--- config.mk ---
export PLATFORM = sky130hd
export DESIGN_NAME = spi_master_arbiter
export DESIGN_NICKNAME = d
export VERILOG_FILES = /design/src/rtl/spi_master_arbiter.sv
export SDC_FILE = /design/constraint.sdc
export NUM_CORES = 1
export LEC_CHECK = 0
export CELL_PAD_IN_SITES_DETAIL_PLACEMENT = 1
export CELL_PAD_IN_SITES_GLOBAL_PLACEMENT = 2
export CORE_MARGIN = 2
export CORE_UTILIZATION = 28
export CTS_BUF_LIST = sky130_fd_sc_hd__clkbuf_8
export DETAILED_ROUTE_END_ITERATION = 8
export PLACE_DENSITY_LB_ADDON = 0.1
export SYNTH_ARGS = -nofsm -noshare
export SYNTH_HDL_FRONTEND = slang
export SYNTH_SLANG_ARGS = --single-unit
--- constraint.sdc ---
create_clock -name clk -period 2.8 [get_ports clk]
set_input_delay 0.28 -clock clk [delete_from_list [all_inputs] [get_ports clk]]
set_output_delay 0.28 -clock clk [all_outputs]
set_load 0.01 [all_outputs]
--- src/rtl/spi_master_arbiter.sv ---
// spi_master_arbiter: shares one SPI Master among NUM_REQ requesters.
// Round-robin arbitration by default; define SPI_ARB_FIXED_PRI_EN for fixed
// priority (lowest index wins, pointer held at 0).
// Completion is tracked from the Master's chip selects, with a per-state
// timeout that aborts the transfer and reports err with the ack.
module spi_master_arbiter #(
   parameter int NUM_REQ        = 3,
   parameter int TIMEOUT_CYCLES = 64
) (
   input  logic                   clk,
   input  logic                   reset,
   input  logic [NUM_REQ-1:0]     req,
   input  logic [2*NUM_REQ-1:0]   req_sel,
   input  logic [8*NUM_REQ-1:0]   req_data,
   output logic [NUM_REQ-1:0]     ack,
   output logic [7:0]             rx_data,
   output logic                   err,
   output logic                   busy,
   output logic [2:0]             grant_id,
   output logic                   mst_start,
   output logic [1:0]             mst_slave_select,
   output logic [7:0]             mst_data_to_send,
   input  logic [7:0]             mst_data_received,
   input  logic [2:0]             mst_cs
);

   localparam int CNT_W = (TIMEOUT_CYCLES > 1) ? $clog2(TIMEOUT_CYCLES) : 1;
   localparam logic [CNT_W-1:0] CNT_LAST = CNT_W'(TIMEOUT_CYCLES - 1);
   localparam logic [2:0] CS_IDLE = 3'b111;

   typedef enum logic [2:0] {
      IDLE      = 3'd0,
      LAUNCH    = 3'd1,
      WAIT_ACT  = 3'd2,
      WAIT_DONE = 3'd3,
      COMPLETE  = 3'd4
   } state_t;

   state_t              state_q, state_d;
   logic [2:0]          ptr_q, ptr_d;
   logic [CNT_W-1:0]    cnt_q, cnt_d;
   logic [2:0]          grant_id_q, grant_id_d;
   logic [1:0]          sel_q, sel_d;
   logic [7:0]          data_q, data_d;
   logic [7:0]          rx_data_q, rx_data_d;
   logic [NUM_REQ-1:0]  ack_q, ack_d;
   logic                err_q, err_d;
   logic                busy_q, busy_d;
   logic                start_q, start_d;

   logic                found;
   logic [2:0]          win;
   logic [3:0]          sum;
   logic [2*NUM_REQ-1:0] rot;
   logic [1:0]          win_sel;
   logic [7:0]          win_data;
   logic [NUM_REQ-1:0]  ack_vec;

   // Pick the first asserted request at or above the pointer, wrapping around.
   always_comb begin
      found    = 1'b0;
      win      = '0;
      sum      = '0;
      win_sel  = '0;
      win_data = '0;
      rot      = {req, req} >> ptr_q;
      for (int i = 0; i < NUM_REQ; i++) begin
         if (!found && rot[i]) begin
            found = 1'b1;
            sum   = 4'({1'b0, ptr_q}) + 4'(i);
            if (sum >= 4'(NUM_REQ)) begin
               sum = sum - 4'(NUM_REQ);
            end
            win = sum[2:0];
         end
      end
      for (int i = 0; i < NUM_REQ; i++) begin
         if (win == 3'(i)) begin
            win_sel  = req_sel[2*i +: 2];
            win_data = req_data[8*i +: 8];
         end
      end
   end

   // One-hot ack pattern for the requester currently holding the grant.
   always_comb begin
      ack_vec = '0;
      for (int i = 0; i < NUM_REQ; i++) begin
         ack_vec[i] = (grant_id_q == 3'(i));
      end
   end

   // Next-state and registered-output logic; outputs change together with the state.
   always_comb begin
      state_d    = state_q;
      ptr_d      = ptr_q;
      cnt_d      = cnt_q;
      grant_id_d = grant_id_q;
      sel_d      = sel_q;
      data_d     = data_q;
      rx_data_d  = rx_data_q;
      ack_d      = '0;
      err_d      = err_q;
      busy_d     = busy_q;
      start_d    = 1'b0;

      case (state_q)
         IDLE: begin
            if (found) begin
               grant_id_d = win;
               sel_d      = win_sel;
               data_d     = win_data;
`ifdef SPI_ARB_FIXED_PRI_EN
               ptr_d      = 3'd0;
`else
               ptr_d      = (win == 3'(NUM_REQ - 1)) ? 3'd0 : win + 3'd1;
`endif
               start_d    = 1'b1;
               busy_d     = 1'b1;
               err_d      = 1'b0;
               state_d    = LAUNCH;
            end
         end
         LAUNCH: begin
            cnt_d   = '0;
            state_d = WAIT_ACT;
         end
         WAIT_ACT: begin
            if (mst_cs != CS_IDLE) begin
               cnt_d   = '0;
               state_d = WAIT_DONE;
            end else if (cnt_q == CNT_LAST) begin
               ack_d     = ack_vec;
               err_d     = 1'b1;
               rx_data_d = 8'h00;
               state_d   = COMPLETE;
            end else begin
               cnt_d = cnt_q + 1'b1;
            end
         end
         WAIT_DONE: begin
            if (mst_cs == CS_IDLE) begin
               ack_d     = ack_vec;
               err_d     = 1'b0;
               rx_data_d = mst_data_received;
               state_d   = COMPLETE;
            end else if (cnt_q == CNT_LAST) begin
               ack_d     = ack_vec;
               err_d     = 1'b1;
               rx_data_d = 8'h00;
               state_d   = COMPLETE;
            end else begin
               cnt_d = cnt_q + 1'b1;
            end
         end
         COMPLETE: begin
            err_d   = 1'b0;
            busy_d  = 1'b0;
            state_d = IDLE;
         end
         default: begin
            busy_d  = 1'b0;
            err_d   = 1'b0;
            state_d = IDLE;
         end
      endcase
   end

   // State and output registers with synchronous active-low reset.
   always_ff @(posedge clk) begin
      if (!reset) begin
         state_q    <= IDLE;
         ptr_q      <= '0;
         cnt_q      <= '0;
         grant_id_q <= '0;
         sel_q      <= '0;
         data_q     <= '0;
         rx_data_q  <= '0;
         ack_q      <= '0;
         err_q      <= 1'b0;
         busy_q     <= 1'b0;
         start_q    <= 1'b0;
      end else begin
         state_q    <= state_d;
         ptr_q      <= ptr_d;
         cnt_q      <= cnt_d;
         grant_id_q <= grant_id_d;
         sel_q      <= sel_d;
         data_q     <= data_d;
         rx_data_q  <= rx_data_d;
         ack_q      <= ack_d;
         err_q      <= err_d;
         busy_q     <= busy_d;
         start_q    <= start_d;
      end
   end

   assign ack              = ack_q;
   assign rx_data          = rx_data_q;
   assign err              = err_q;
   assign busy             = busy_q;
   assign grant_id         = grant_id_q;
   assign mst_start        = start_q;
   assign mst_slave_select = sel_q;
   assign mst_data_to_send = data_q;

endmodule

==> metrics.txt, run 1 <==
status finished clean; maximum VDD drop 0.261 mV; initial antenna violation count 0; multi-input combinational cell area 1380 um^2; Hold Vio Cnt, Final 0; PwrDens 879 nW/um^2; Seq. cell area 781 um^2; predominant post-synthesis flop cell dfxtp_1; Post-CTS Hold Buffers 0; Synth area leaders dfxtp_1, mux2i_1, nor2_1; Die X 94.6 um; Setup Viol. Count Final 0; ANT nets after route 0; proportion of layout cells with a drive suffix above 1 13.1%; post-CTS setup repair buffer count 0; RSZ-0062 raised after global routing false; Mapped Nets 315; largest net degree at the start of global routing 19; fin crit period 2620 ps; CTS tree done; first-pass GRT wire length 11200 um; Ports 73; CTS buffer count 5; Port Buf Inserts 72; DRT Pass-1 Iters 4; Mapped Area 2300 um^2; worst path required time 3030 ps; most numerous cell on the critical path ha_1; max-cap violations 0; CP Launch Type flip-flop; Final HPWL DP 5260 um; WL per Instance 15.1 um; Vias/cell 5.04; wirelength, routed 6860 um; placed cell area 3240 um^2; CP max stage cell or3_4; sequential cell area fraction in the yosys report 34.0%; core area 8090 um^2; Reg clk slew, reported paths 80 ps; Seq cells post-synth 39; most common cell in the synthesized netlist dfxtp_1; vias in the first global route 2349; CTS Sinks 39; # resized after CTS 0; Nets 404; CP peak stage delay 390 ps; cell row count 33; YS warnings 0; die height 94.6 um; Worst Setup End Kind flip-flop; P&R area growth vs syn 46.0%; htree depth 2; Slew Limit Fails 0; number of flops mapped to enable cells by yosys 0; final core occ 41.4%; Yosys top cell area share 34.0%; worst-margin pin slew 537 ps; antenna cells 0; clock latency on the worst-skew pair 300 ps; Fin Hold WS 476 ps; fin crit share 93.7%; Placer Congestion 0.763; Syn Area/Cell 8.80 um^2; Max-Slew Margin vs Limit 64.1%; Async S/R FF share, synth 0%; HP Class reg -> reg; via count 2294; fmax 381 MHz; Netlist cell types 61; GRT Total Usage 15.9%; Synth area leader dfxtp_1; Finished Cell Area 3350 um^2; Static Leak 1.29 nW; DRT iter0 DRCs 38; Root Buffer clkbuf_8; Worst Skew 9.71 ps; Post-Syn Instances 261; CP max FO 7; drt drc 0; Total Power 0.00295 W; global route total overflow 0; DP Worst Slack -195 ps; crit path cell chain ha_1 -> ha_1 -> and2b_1 -> nor2_1 -> xor2_1 -> o2bb2ai_2 -> or3_4 -> buf_4 -> a211o_1 -> a21oi_1; CP Data Arrival Time 2850 ps; clk buf depth 2; critical path class reg -> reg; number of fill cells in the layout 964; Initial Util 28.4%; top post-synthesis cells by count dfxtp_1, nor2_1, nand2_1; total die area 8940 um^2; final worst setup slack 177 ps
## stage by stage
stage | instances | TNS, ps
after floorplan | 261 | 0
after global placement | 448 | -1540
after detailed placement | 448 | -1470
after CTS | 455 | 0
after global routing | 455 | 0
final | 455 | 0
## worst max-delay path, delay by kind of cell, from the launching register on
family	cells	cell delay, ps
xor+xnor	1	200
compound gates	3	490
flops	1	340
buf+inv	1	160
fa+ha+maj	2	540
simple gates	3	830
## state kept, by name (all words and copies together) (netlist names)
name,flops
ptr_q,3
grant_id,3
err,1
busy,1
ack,3
rx_data,8
cnt_q,6
state_q,3
mst_data_to_send,8
mst_start,1
mst_slave_select,2
## where the power goes
part	internal [W]	leakage [nW]	switching [W]
sequential	0.000659	0.318	0.0000870
clock	0.000258	0.0554	0.000212
combinational	0.000843	0.912	0.000886
## final timing paths
check	from	endpoint	slack, ps	depth (start not counted)
hold reg to reg	busy	busy	480	2
setup / recovery	ptr_q[0]	ptr_q[0]	180	10
setup reg to reg	ptr_q[0]	ptr_q[0]	180	10
hold / removal	busy	busy	480	2
## area by class of cell
class,count,share of cell area (%)
Clock buffer,5,2.05
Sequential cell,39,23.3
Multi-Input combinational cell,199,41.2
Clock inverter,2,1.01
Inverter,7,0.784
Tap cell,105,3.92
Timing Repair Buffer,98,27.7
## per-layer routing
layer | GRT usage [%] | vias up | routed length [um]
li1 | - | 1146 | -
met1 | 19.1 | 1096 | 3020
met2 | 28.8 | 41 | 3490
met3 | 3.35 | 11 | 254
met4 | 3.99 | 0 | 90
met5 | 0 | - | 0
## cells in the final DEF, fill, tap and decap left out, types with 8 or more instances in the layout
| cell | count |
|---|---|
| a32oi_1 | 10 |
| nand2_1 | 17 |
| dfxtp_1 | 39 |
| buf_4 | 25 |
| nor2_1 | 29 |
| ha_1 | 8 |
| clkdlybuf4s50_1 | 72 |
| o21ai_1 | 11 |
| mux2i_1 | 13 |
| a21oi_1 | 12 |
| a22oi_1 | 10 |
## cell families after synthesis
kind of cell / count (synthesis) / share of synthesized area [%]
xor+xnor: 6 / 2.29
flops: 39 / 34.0
fa+ha+maj: 8 / 4.36
simple gates: 92 / 21.6
compound gates: 79 / 25.3
mux: 14 / 6.16
buf+inv: 23 / 6.27
No activity file was read; power rests on OpenSTA's default activity.
==> inputs of run 2 (changes only) <==
Settings changed: ABC_AREA set to 0, CORE_UTILIZATION 28 to 25, TNS_END_PERCENT set to 30.
Clock period 2.8 ns to 2.37 ns, I/O delays scaled along.
==> run 2 against run 1 <==
  * The flow now finishes with violations (negative setup slack)
  * Sequential power rose by 19%
  * Non-clock buffer count increased by 26
  * Register-to-register slack worse by 290 ps
  * Maximum frequency grew 5.7%
  * Power up 43%
  * First-iteration DRC count increased by 120%
  * Hold slack better by 3.1 ps
  * Cell area rose by 12%
  * Utilization increased by 1.4 points
  * Sequential share of layout area down 2.4 points
  * Worst setup slack got worse by 290 ps
  * Critical path depth fell by 1
==> metrics.txt, run 2 (synthesis results as in run 1) <==
maximum VDD drop 0.362 mV; FF-to-FF Start ptr_q[1]; Top Metal Used met4; RSZ-0062 raised after global routing true; clock latency on the worst-skew pair 300 ps; cell row count 34; FF-to-FF setup slack -110 ps; Finished Cell Area 3770 um^2; Worst Skew 8.23 ps; number of fill cells in the layout 1013; Worst Reg-to-Reg Cells 9; proportion of layout cells with a drive suffix above 1 24.7%; Ports 73; final setup TNS -809 ps; met2 routed WL 4030 um; Root Buffer clkbuf_8; CP Launch Type flip-flop; P&R area growth vs syn 64.1%; Post-CTS Hold Buffers 0; crit path cell chain ha_4 -> ha_4 -> and2b_2 -> nor2_1 -> o31a_1 -> or3_4 -> buf_6 -> and3_4 -> a311o_1; drt drc 0; clk buf depth 2; Worst Setup End Kind flip-flop; CTS Sinks 39; HP Class reg -> reg; Placer Congestion 0.792; most frequent cells in the layout clkdlybuf4s50_1, buf_4, dfxtp_1; Vias/cell 5.04; wl on met1 3290 um; global route total overflow 0; critical path class reg -> reg; Worst Path Buf+Inv 1; fin crit period 2480 ps; CTS tree done; Min-Delay Endpoint busy; htree depth 2; Max-Slew Margin vs Limit 72.0%; vias in the first global route 2534; Hold Crit Depth 2; DRT Pass-1 Iters 4; WP depth 9; PwrDens 1120 nW/um^2; CP delay by family, top simple AND/OR/NAND/NOR gates; Initial Util 26.1%; Reg clk slew, reported paths 90 ps; antenna cells 0; core area 8810 um^2; CP peak stage delay 410 ps; Hold Vio Cnt, Final 0; CP Data Arrival Time 2660 ps; wirelength, routed 7710 um; worst path required time 2550 ps; failing checks negative setup slack; Die X 99.8 um; Nets 430; initial antenna violation count 0; DRT iter0 DRCs 85; status complete, but fails checks; ANT nets after route 0; Static Leak 1.45 nW; most numerous cell on the critical path ha_4; total die area 9970 um^2; via count 2442; first-pass GRT wire length 12600 um; WL per Instance 15.9 um; fin crit share 105%; max-cap violations 0; Port Buf Inserts 72; largest net degree at the start of global routing 15; Setup Viol. Count Final 12; die height 99.8 um; final worst setup slack -113 ps; Final HPWL DP 5730 um; CP max FO 6; GRT Total Usage 15.7%; placed cell area 3390 um^2; CP max stage cell or3_4; CTS buffer count 5; most common cell after layout, fill and taps aside clkdlybuf4s50_1; Worst R2R End ptr_q[2]; fmax 403 MHz; Routed met3 length 328 um; min-delay src busy; Slew Limit Fails 0; worst-margin pin slew 419 ps
-- run 2: changes by cell type in the layout (fill, tap and decap cells not counted), sizes merged --
| cell | before | now |
|---|---|---|
| dlymetal6s2s | 0 | 1 |
| clkinvlp | 0 | 1 |
| clkdlybuf4s50 | 72 | 71 |
| buf | 26 | 52 |
-- run 2: worst max-delay path by stage --
stage	from	endpoint	slack [ps]
floorplan	ptr_q[0]	ptr_q[1]	-20
global placement	req[2]	mst_slave_select[0]	-790
detailed placement	req[2]	mst_data_to_send[6]	-830
CTS	ptr_q[0]	ptr_q[2]	-110
global route	ptr_q[1]	mst_data_to_send[5]	-190
finish	ptr_q[1]	ptr_q[2]	-110
-- run 2: through the flow --
| stage | power (W) | instances | hold WS, ps | setup slack [ps] | utilization, % |
|---|---|---|---|---|---|
| after global routing | 0.00451 | 485 | 522 | -191 | 42.8 |
| after detailed placement | 0.00311 | 463 | 472 | -831 | 38.5 |
| final | 0.00420 | 485 | 479 | -113 | 42.8 |
| after floorplan | 0.00227 | 261 | 361 | -21.8 | - |
| after global placement | 0.00308 | 463 | 453 | -787 | 38.5 |
| after CTS | 0.00418 | 482 | 492 | -107 | 41.9 |
-- run 2: what timing repair did --
item / in CTS / in global routing
setup buffers: 10 / 4
endpoints found under the setup margin: 15 / 15
pin swaps: 7 / 5
gates resized for setup: 14 / 13
cloned: 1 / 0
-- run 2: cell type report --
type	instances	area (um^2)	area share, %
Timing Repair Buffer	124	1180	31.3
Clock inverter	3	46.3	1.23
Inverter	7	26.3	0.697
Sequential cell	39	788	20.9
Clock buffer	5	68.8	1.83
Multi-Input combinational cell	199	1520	40.5
Tap cell	108	135	3.59
-- run 2: worst reg2reg max path: cells and delay by family (launching register included) --
kind                     cells  cell delay (ps)
AND/OR/NAND/NOR              4              810
adder cells (fa/ha/maj)      2              430
buffers and inverters        1              140
AO/OA/AOI/OAI                2              620
flip-flops                   1              380
-- run 2: routing by layer --
layer,GRT usage [%],vias up
met5,0,-
met4,3.69,0
met2,28.4,51
met1,19.1,1190
met3,3.34,8
li1,-,1193
-- run 2: where the power goes --
group	leakage [nW]	internal, W	switching, W	total, W
combinational	1.08	0.00144	0.00128	0.00273
sequential	0.319	0.000784	0.000105	0.000889
clock	0.0548	0.000317	0.000270	0.000587
==> inputs of run 3 (changes only) <==
Settings changed: RECOVER_POWER set to 25, SLEW_MARGIN set to 20.
==> run 3 against run 2 <==
  * The flow still finishes with violations (negative setup slack)
  * Register-to-register slack about the same
  * Largest power group unchanged
  * Global-route usage unchanged
  * Non-clock buffer count is the same
  * First-iteration DRC count unchanged
  * Routed wire length about the same
  * Clock skew barely moved
  * Flip-flop and latch count stayed put
  * Power is 0.32% lower
  * Cell area is the same
==> metrics.txt, run 3 (synthesis results as in run 1) <==
status complete, but fails checks; failing checks negative setup slack; fmax 403 MHz; Max-Slew Margin vs Limit 71.9%; Vias/cell 5.03; Port Buf Inserts 72; GRT Total Usage 15.7%; FF-to-FF setup slack -110 ps; CP peak stage delay 410 ps; most frequent cells in the layout clkdlybuf4s50_1, buf_4, dfxtp_1; CP max stage cell or3_4; Hold Crit Depth 2; wirelength, routed 7710 um; vias in the first global route 2534; switching share of total power 39.5%; proportion of layout cells with a drive suffix above 1 24.7%; P&R area growth vs syn 64.1%; Die X 99.8 um; Setup Viol. Count Final 12; most common cell after layout, fill and taps aside clkdlybuf4s50_1; Final HPWL DP 5730 um; CTS tree done; Finished Layout Cells 485; most numerous cell on the critical path ha_4; Placer Congestion 0.792; Worst Setup End Kind flip-flop; Worst Setup EP ptr_q[2]; CTS Sinks 39; crit path cell chain ha_4 -> ha_4 -> and2b_2 -> nor2_1 -> o31a_1 -> or3_4 -> buf_6 -> and3_4 -> a311o_1; via count 2438; core area 8810 um^2; max-cap violations 0; Root Buffer clkbuf_8; Worst R2R End ptr_q[2]; dpl cells 463; total die area 9970 um^2; Gate power share 64.9%; DP Worst Slack -831 ps; clock network power share 14.0%; antenna cells 0; Setup crit start ptr_q[1]; Ports 73; WL per Instance 15.9 um; CP max FO 6; htree depth 2; Worst Reg-to-Reg Cells 9; fin crit share 105%; clk buf depth 2; cell row count 34; Reg clk slew, reported paths 90 ps; worst-margin pin slew 419 ps; drt drc 0; final core occ 42.8%; worst path required time 2550 ps; Nets 430; die height 99.8 um; Sw Pwr 0.00165 W; final worst setup slack -114 ps; Static Leak 1.49 nW; DRT Pass-1 Iters 4; maximum VDD drop 0.363 mV; Fin Hold WS 479 ps; first-pass GRT wire length 12600 um; CP Launch Type flip-flop; PwrDens 1110 nW/um^2; clock latency on the worst-skew pair 300 ps; fin crit period 2480 ps; Internal Power 0.00254 W; HP Class reg -> reg; RSZ-0062 raised after global routing true; ANT nets after route 0; global route total overflow 0; final setup TNS -825 ps; CTS buffer count 5; Flop pwr share 21.2%; Worst Skew 8.37 ps; largest net degree at the start of global routing 15; Initial Util 26.1%; CP Data Arrival Time 2660 ps; Slew Limit Fails 0; Post-CTS Hold Buffers 0; critical path class reg -> reg; Hold Vio Cnt, Final 0; DRT iter0 DRCs 85; initial antenna violation count 0; FF-to-FF Start ptr_q[1]
run 3: cell types whose count changed in the layout (fill, tap and decap cells not counted), sizes merged:
cell and change:
dlygate4sd3 +12, clkdlybuf4s50 -12
run 3: cell type report:
cell class / instances / area, um^2
Clock buffer: 5 / 68.8
Inverter: 7 / 26.3
Fill cell: 1013 / 5040
Timing Repair Buffer: 124 / 1180
Clock inverter: 3 / 46.3
Sequential cell: 39 / 788
Tap cell: 108 / 135
Multi-Input combinational cell: 199 / 1520
run 3: worst min-delay path by stage:
| stage | start | end | slack, ps |
|---|---|---|---|
| 2_1_floorplan | reset | ptr_q[1] | 360 |
| 3_3_place_gp | mst_data_to_send[2] | mst_data_to_send[2] | 450 |
| 3_5_place_dp | mst_data_to_send[7] | mst_data_to_send[7] | 470 |
| 4_1_cts | busy | busy | 490 |
| 5_1_grt | mst_slave_select[1] | mst_slave_select[1] | 520 |
| 6_report | busy | busy | 480 |
run 3: worst max-delay path, delay by kind of cell, from the launching register on:
kind	cells	cell delay (ps)
buf+inv	1	140
flops	1	380
fa+ha+maj	2	430
simple gates	4	790
compound gates	2	620
run 3: layer usage:
| metal | share of wire, % | vias up | global-route usage, % |
|---|---|---|---|
| met5 | 0 | - | 0 |
| met4 | 0.91 | 0 | 3.69 |
| met3 | 4.1 | 8 | 3.34 |
| met2 | 52 | 50 | 28.4 |
| met1 | 43 | 1187 | 19.1 |
| li1 | - | 1193 | - |
run 3: per-stage QoR:
step           cell area (um^2)  total power (W)
5_1_grt                    3770          0.00450
3_5_place_dp               3390          0.00311
3_3_place_gp               3390          0.00308
6_report                   3770          0.00419
2_1_floorplan              2330          0.00227
4_1_cts                    3690          0.00418
run 3: power by group through the flow:
| stage | Clock [W] | Sequential [W] | Combinational (W) |
|---|---|---|---|
| after floorplan | 0 | 0.000916 | 0.00135 |
| after global placement | 0 | 0.000903 | 0.00218 |
| after detailed placement | 0 | 0.000905 | 0.00220 |
| after CTS | 0.000613 | 0.000889 | 0.00268 |
| after global routing | 0.000640 | 0.000908 | 0.00295 |
| final | 0.000586 | 0.000887 | 0.00272 |
run 3: repair_timing:
action | 4_1_cts | 5_1_grt
setup buffers | 10 | 4
resized for setup | 14 | 13
gates cloned | 1 | 0
setup endpoints to repair | 15 | 15
pin swaps | 7 | 5
